$ cat src/rtl/rgb_pwm.sv
// rgb_pwm: three-channel 8-bit LED PWM with double-buffered duties and a small CPU register port.
// Build option: define RGB_PWM_FADE_EN to add the triangle breathing envelope (control bit2).
module rgb_pwm #(
    parameter int PRESCALE = 47
) (
    input  logic       clk,
    input  logic       reset,
    input  logic       cs,
    input  logic       we,
    input  logic [1:0] addr,
    input  logic [7:0] din,
    output logic [7:0] dout,
    output logic       pwm_r,
    output logic       pwm_g,
    output logic       pwm_b
);

    localparam int PW = (PRESCALE > 0) ? $clog2(PRESCALE + 1) : 1;
    localparam logic [PW-1:0] PS_TC = PW'(PRESCALE);

    logic [7:0]    pend_r, pend_g, pend_b;
    logic [7:0]    act_r, act_g, act_b;
    logic [7:0]    eff_r, eff_g, eff_b;
    logic          en, en_nxt, fade_q;
    logic [PW-1:0] presc;
    logic [7:0]    period;
    logic [7:0]    rd_data;
    logic          tick, wrap, wr_en, rd_en;

    assign wr_en  = cs & we;
    assign rd_en  = cs & ~we;
    assign tick   = en & (presc == PS_TC);
    assign wrap   = tick & (period == 8'hFF);
    // Outputs follow the enable as written, so a disable blanks the LEDs on the write edge itself.
    assign en_nxt = (wr_en && addr == 2'd3) ? din[0] : en;

    always_ff @(posedge clk) begin
        if (reset) begin
            pend_r <= '0;
            pend_g <= '0;
            pend_b <= '0;
            en     <= 1'b0;
        end else if (wr_en) begin
            case (addr)
                2'd0:    pend_r <= din;
                2'd1:    pend_g <= din;
                2'd2:    pend_b <= din;
                default: en     <= din[0];
            endcase
        end
    end

    always_comb begin
        rd_data = '0;
        case (addr)
            2'd0:    rd_data = pend_r;
            2'd1:    rd_data = pend_g;
            2'd2:    rd_data = pend_b;
            default: rd_data = {5'b0, fade_q, 1'b0, en};
        endcase
    end

    always_ff @(posedge clk) begin
        if (reset)
            dout <= '0;
        else if (rd_en)
            dout <= rd_data;
    end

    always_ff @(posedge clk) begin
        if (reset || !en) begin
            presc  <= '0;
            period <= '0;
        end else begin
            presc <= tick ? '0 : presc + PW'(1);
            if (tick)
                period <= period + 8'd1;
        end
    end

    // Active duties only move at a period boundary (or while idle) so a period is never cut short.
    always_ff @(posedge clk) begin
        if (reset) begin
            act_r <= '0;
            act_g <= '0;
            act_b <= '0;
        end else if (!en || wrap) begin
            act_r <= pend_r;
            act_g <= pend_g;
            act_b <= pend_b;
        end
    end

`ifdef RGB_PWM_FADE_EN
    logic [7:0] env;
    logic       env_down;

    function automatic logic [7:0] scale(input logic [7:0] d, input logic [7:0] e);
        return 8'(({8'b0, d} * {8'b0, e}) >> 8);
    endfunction

    always_ff @(posedge clk) begin
        if (reset)
            fade_q <= 1'b0;
        else if (wr_en && addr == 2'd3)
            fade_q <= din[2];
    end

    // Envelope parks at the bottom while fading is off so each fade starts from dark.
    always_ff @(posedge clk) begin
        if (reset || !fade_q) begin
            env      <= '0;
            env_down <= 1'b0;
        end else if (wrap) begin
            if (!env_down) begin
                if (env == 8'hFF) begin
                    env      <= 8'hFE;
                    env_down <= 1'b1;
                end else begin
                    env <= env + 8'd1;
                end
            end else begin
                if (env == 8'h00) begin
                    env      <= 8'h01;
                    env_down <= 1'b0;
                end else begin
                    env <= env - 8'd1;
                end
            end
        end
    end

    assign eff_r = fade_q ? scale(act_r, env) : act_r;
    assign eff_g = fade_q ? scale(act_g, env) : act_g;
    assign eff_b = fade_q ? scale(act_b, env) : act_b;
`else
    assign fade_q = 1'b0;
    assign eff_r  = act_r;
    assign eff_g  = act_g;
    assign eff_b  = act_b;
`endif

    always_ff @(posedge clk) begin
        if (reset || !en_nxt) begin
            pwm_r <= 1'b0;
            pwm_g <= 1'b0;
            pwm_b <= 1'b0;
        end else begin
            pwm_r <= (period < eff_r);
            pwm_g <= (period < eff_g);
            pwm_b <= (period < eff_b);
        end
    end

endmodule
$ cat config.mk
export PLATFORM = sky130hd
export DESIGN_NAME = rgb_pwm
export DESIGN_NICKNAME = d
export VERILOG_FILES = /design/src/rtl/rgb_pwm.sv
export SDC_FILE = /design/constraint.sdc
export NUM_CORES = 1
export LEC_CHECK = 0
export CAP_MARGIN = 20
export CORE_UTILIZATION = 50
export DETAILED_ROUTE_END_ITERATION = 6
export PLACE_DENSITY = 0.69
export SYNTH_ARGS = -nofsm -noshare
export SYNTH_HDL_FRONTEND = slang
export SYNTH_SLANG_ARGS = --single-unit
$ cat constraint.sdc
create_clock -name clk -period 1.9 [get_ports clk]
set_input_delay 0.19 -clock clk [delete_from_list [all_inputs] [get_ports clk]]
set_output_delay 0.19 -clock clk [all_outputs]
set_load 0.02 [all_outputs]
==> qor.csv <==
stage,metric,value,unit
outcome,status,"finished, final reports clean",
sta,slew of the pin with the lowest slew margin,391,ps
sta,fmax,0.581,GHz
synthesis,main combinational cell family by area after synthesis,simple AND/OR/NAND/NOR gates,
detailed_routing,Vias per Instance,5.02,
global_routing,vias in the first global route,2563,
detailed_routing,post-DR wirelength/cell,12.8,um
synthesis,mean post-synth cell area,8.95,um^2
sta,Layout Skew,10.8,ps
worst_setup_path,"Data required, critical path",2120,ps
worst_setup_path,reg2reg path depth,6,
clock_tree,setup bufs post-CTS,0,
synthesis,sequential area share after synthesis,40.7,%
sta,min cycle time layout,1720,ps
synthesis,async set-reset flop share out of synthesis,0,%
worst_setup_path,Crit. Startpoint,period[1],
worst_setup_path,R2R Path End,act_g[2],
detailed_routing,post-route DRC violation count,0,
detailed_routing,1st-pass router iterations,4,
min_path,WHS Path Cells,2,
floorplan,# IOs,25,
placed_design,Port Buffers,24,
placed_design,GPL Wtd Cong,0.805,
cells_and_area,post-route insts no fill,537,
worst_setup_path,crit end category,flip-flop,
sta,Tcrit/Tclk final,90.6,%
global_routing,antenna violations before repair,0,
worst_setup_path,Critical Path AT,1940,ps
synthesis,simple-gate share of the synthesized area,22.9,%
min_path,HP Class,input port to flip-flop,
synthesis,"FF+latch count, synth",74,
floorplan,Initial Utilization,52.7,%
clock_tree,worst skew pair latency,350,ps
cells_and_area,share of cells above drive strength 1,7.94,%
floorplan,core region area,6910,um^2
worst_setup_path,crit start category,flip-flop,
clock_tree,CTS tree,done,
cells_and_area,final net count,473,
sta,Max-slew headroom,73.8,%
global_routing,GRT Total Usage,20.4,%
power_and_ir_drop,leakage power,1.43,nW
synthesis,multiplexer share of the synthesized area,11.9,%
placed_design,placed cell count,521,
cells_and_area,area grow syn2layout,14.7,%
synthesis,Post-synth EDFFs,0,
sta,RSZ-0062 raised after global routing,no,
synthesis,Synth Area in XOR/XNOR,2.40,%
clock_tree,clock root buffer,clkbuf_8,
synthesis,Synth warnings,0,
synthesis,adder-cell share of the synthesized area,7.90,%
clock_tree,hold_buf cts,0,
floorplan,row cnt,30,
global_routing,grt ovf,0,
clock_tree,Num CTS Buffers,9,
floorplan,Chip Height,87.4,um
sta,Final Hold Vio Count,0,
floorplan,die area,7630,um^2
sta,final setup fails,0,
worst_setup_path,reg2reg setup slack,180,ps
clock_tree,Worst-path clk slew,80,ps
sta,Fin Setup TNS,0,ps
power_and_ir_drop,overall power,0.00288,W
worst_setup_path,critical path class,flip-flop to flip-flop,
power_and_ir_drop,worst vdd ir,0.000572,V
synthesis,Synth cell types,35,
placed_design,Post-DP HPWL,5.05,mm
clock_tree,post_cts resized,0,
detailed_routing,Vias,2695,
detailed_routing,Antenna Violating Nets Remaining,0,
detailed_routing,Initial DRC Count,71,
sta,Max Transition Viols Final,0,
worst_setup_path,"Max FO, Critical Path",15,
cells_and_area,n_diodes,0,
synthesis,Mapped Nets,444,
clock_tree,H-Tree Depth,3,
global_routing,global-route wire length before repair,12.0,mm
worst_setup_path,reg2reg start,period[1],
synthesis,ys flop type,dfxtp_1,
synthesis,Compound-Gate Fraction of Synth Area,9.10,%
global_routing,largest net degree at the start of global routing,61,
worst_setup_path,Worst Setup EP,act_g[2],
clock_tree,Max Root-Sink Buffers,2,
synthesis,Syn Inst Count,407,
flow_run,Max-cap violations,0,
floorplan,Die W,87.4,um
detailed_routing,WL final,6.89,mm
power_and_ir_drop,Pwr per Cell Area,690,nW/um^2
synthesis,post-synthesis cell area,3640,um^2
clock_tree,CTS Sinks,74,
sta,Hold WS,225,ps
critical path: stages (launching register included):
cell and delay (ps):
dfxtp_1 440, ha_1 190, nand4b_1 160, nor2_1 270, a41oi_4 150, buf_4 240
mux2i_1 140
layer usage:
layer  track usage, %  routed length, um  vias up
li1                 -                  -     1419
met1             27.1               3440     1228
met2             32.0               3130       41
met3             5.50                224        7
met4             6.56                 96        0
met5                0                  0        -
synthesized netlist by cell type (5+ instances only):
master / n / share of area [%]
o21ai_0: 5 / 0.69
a211oi_1: 10 / 2.1
inv_1: 25 / 2.6
nor2_1: 42 / 4.3
dfxtp_1: 74 / 41
mux2i_1: 41 / 11
nand2b_1: 51 / 8.8
clkbuf_1: 11 / 1.1
xnor2_1: 8 / 1.9
nand2_1: 43 / 4.4
a21oi_1: 31 / 4.3
ha_1: 23 / 7.9
cell families (layout without fill, tap and decap cells):
family | after synthesis | after routing
flops | 74 | 74
fa+ha+maj | 23 | 23
simple gates | 162 | 162
buf+inv | 43 | 77
mux | 42 | 42
compound gates | 53 | 53
xor+xnor | 10 | 10
layout by cell type, fill, tap and decap left out, types with 2 or more instances in the layout:
cell type        instances
dfxtp_1                 74
nand2b_1                51
nand2_1                 43
nor2_1                  42
mux2i_1                 41
a21oi_1                 31
inv_1                   25
ha_1                    23
clkdlybuf4s50_1         23
buf_4                   11
a211oi_1                10
clkbuf_8                 9
xnor2_1                  8
o21ai_0                  5
nor2b_1                  3
nand3_1                  3
nor3_1                   3
a21o_1                   3
a211o_1                  3
clkinv_4                 3
nand4b_1                 2
or2_2                    2
xor2_1                   2
nor4_1                   2
nand4_1                  2
or3_1                    2
clkbuf_1                 2
state kept, by name (all words and copies together), names as in the netlist:
| register | cells |
|---|---|
| pend_r | 8 |
| pend_b | 8 |
| act_r | 8 |
| pend_g | 8 |
| dout | 8 |
| pwm_b | 1 |
| pwm_r | 1 |
| presc | 6 |
| period | 8 |
| pwm_g | 1 |
| act_g | 8 |
| act_b | 8 |
| en | 1 |
power breakdown:
group,switching [W],leakage [nW],internal [W]
clock network,0.000586,0.0879,0.000484
registers,0.0000177,0.598,0.00158
logic,0.000111,0.739,0.000109
layout make-up:
type                            count  area [um^2]
Inverter                           25         93.8
Fill cell                         646         2730
Clock inverter                      5         40.0
Tap cell                           96          120
Multi-Input combinational cell    290         1970
Clock buffer                       11          131
Timing Repair Buffer               36          338
Sequential cell                    74         1480
metrics by stage:
| stage | setup slack, ps | instance area, um^2 | utilization, % |
|---|---|---|---|
| 6_report | 179 | 4180 | 60.5 |
| 3_5_place_dp | 159 | 4010 | 58.0 |
| 3_3_place_gp | 148 | 4010 | 58.0 |
| 4_1_cts | 155 | 4180 | 60.5 |
| 2_1_floorplan | 324 | 3640 | - |
| 5_1_grt | 17.6 | 4180 | 60.5 |
how the worst min path moves through the flow:
stage | slack (ps) | from | endpoint
global route | 220 | reset | pend_r[1]
CTS | 210 | reset | pend_r[1]
detailed placement | 440 | presc[0] | presc[0]
finish | 230 | reset | pend_r[1]
floorplan | 330 | din[0] | pend_b[0]
global placement | 430 | presc[0] | presc[0]
Note: power is estimated with default switching activity, not from simulation.
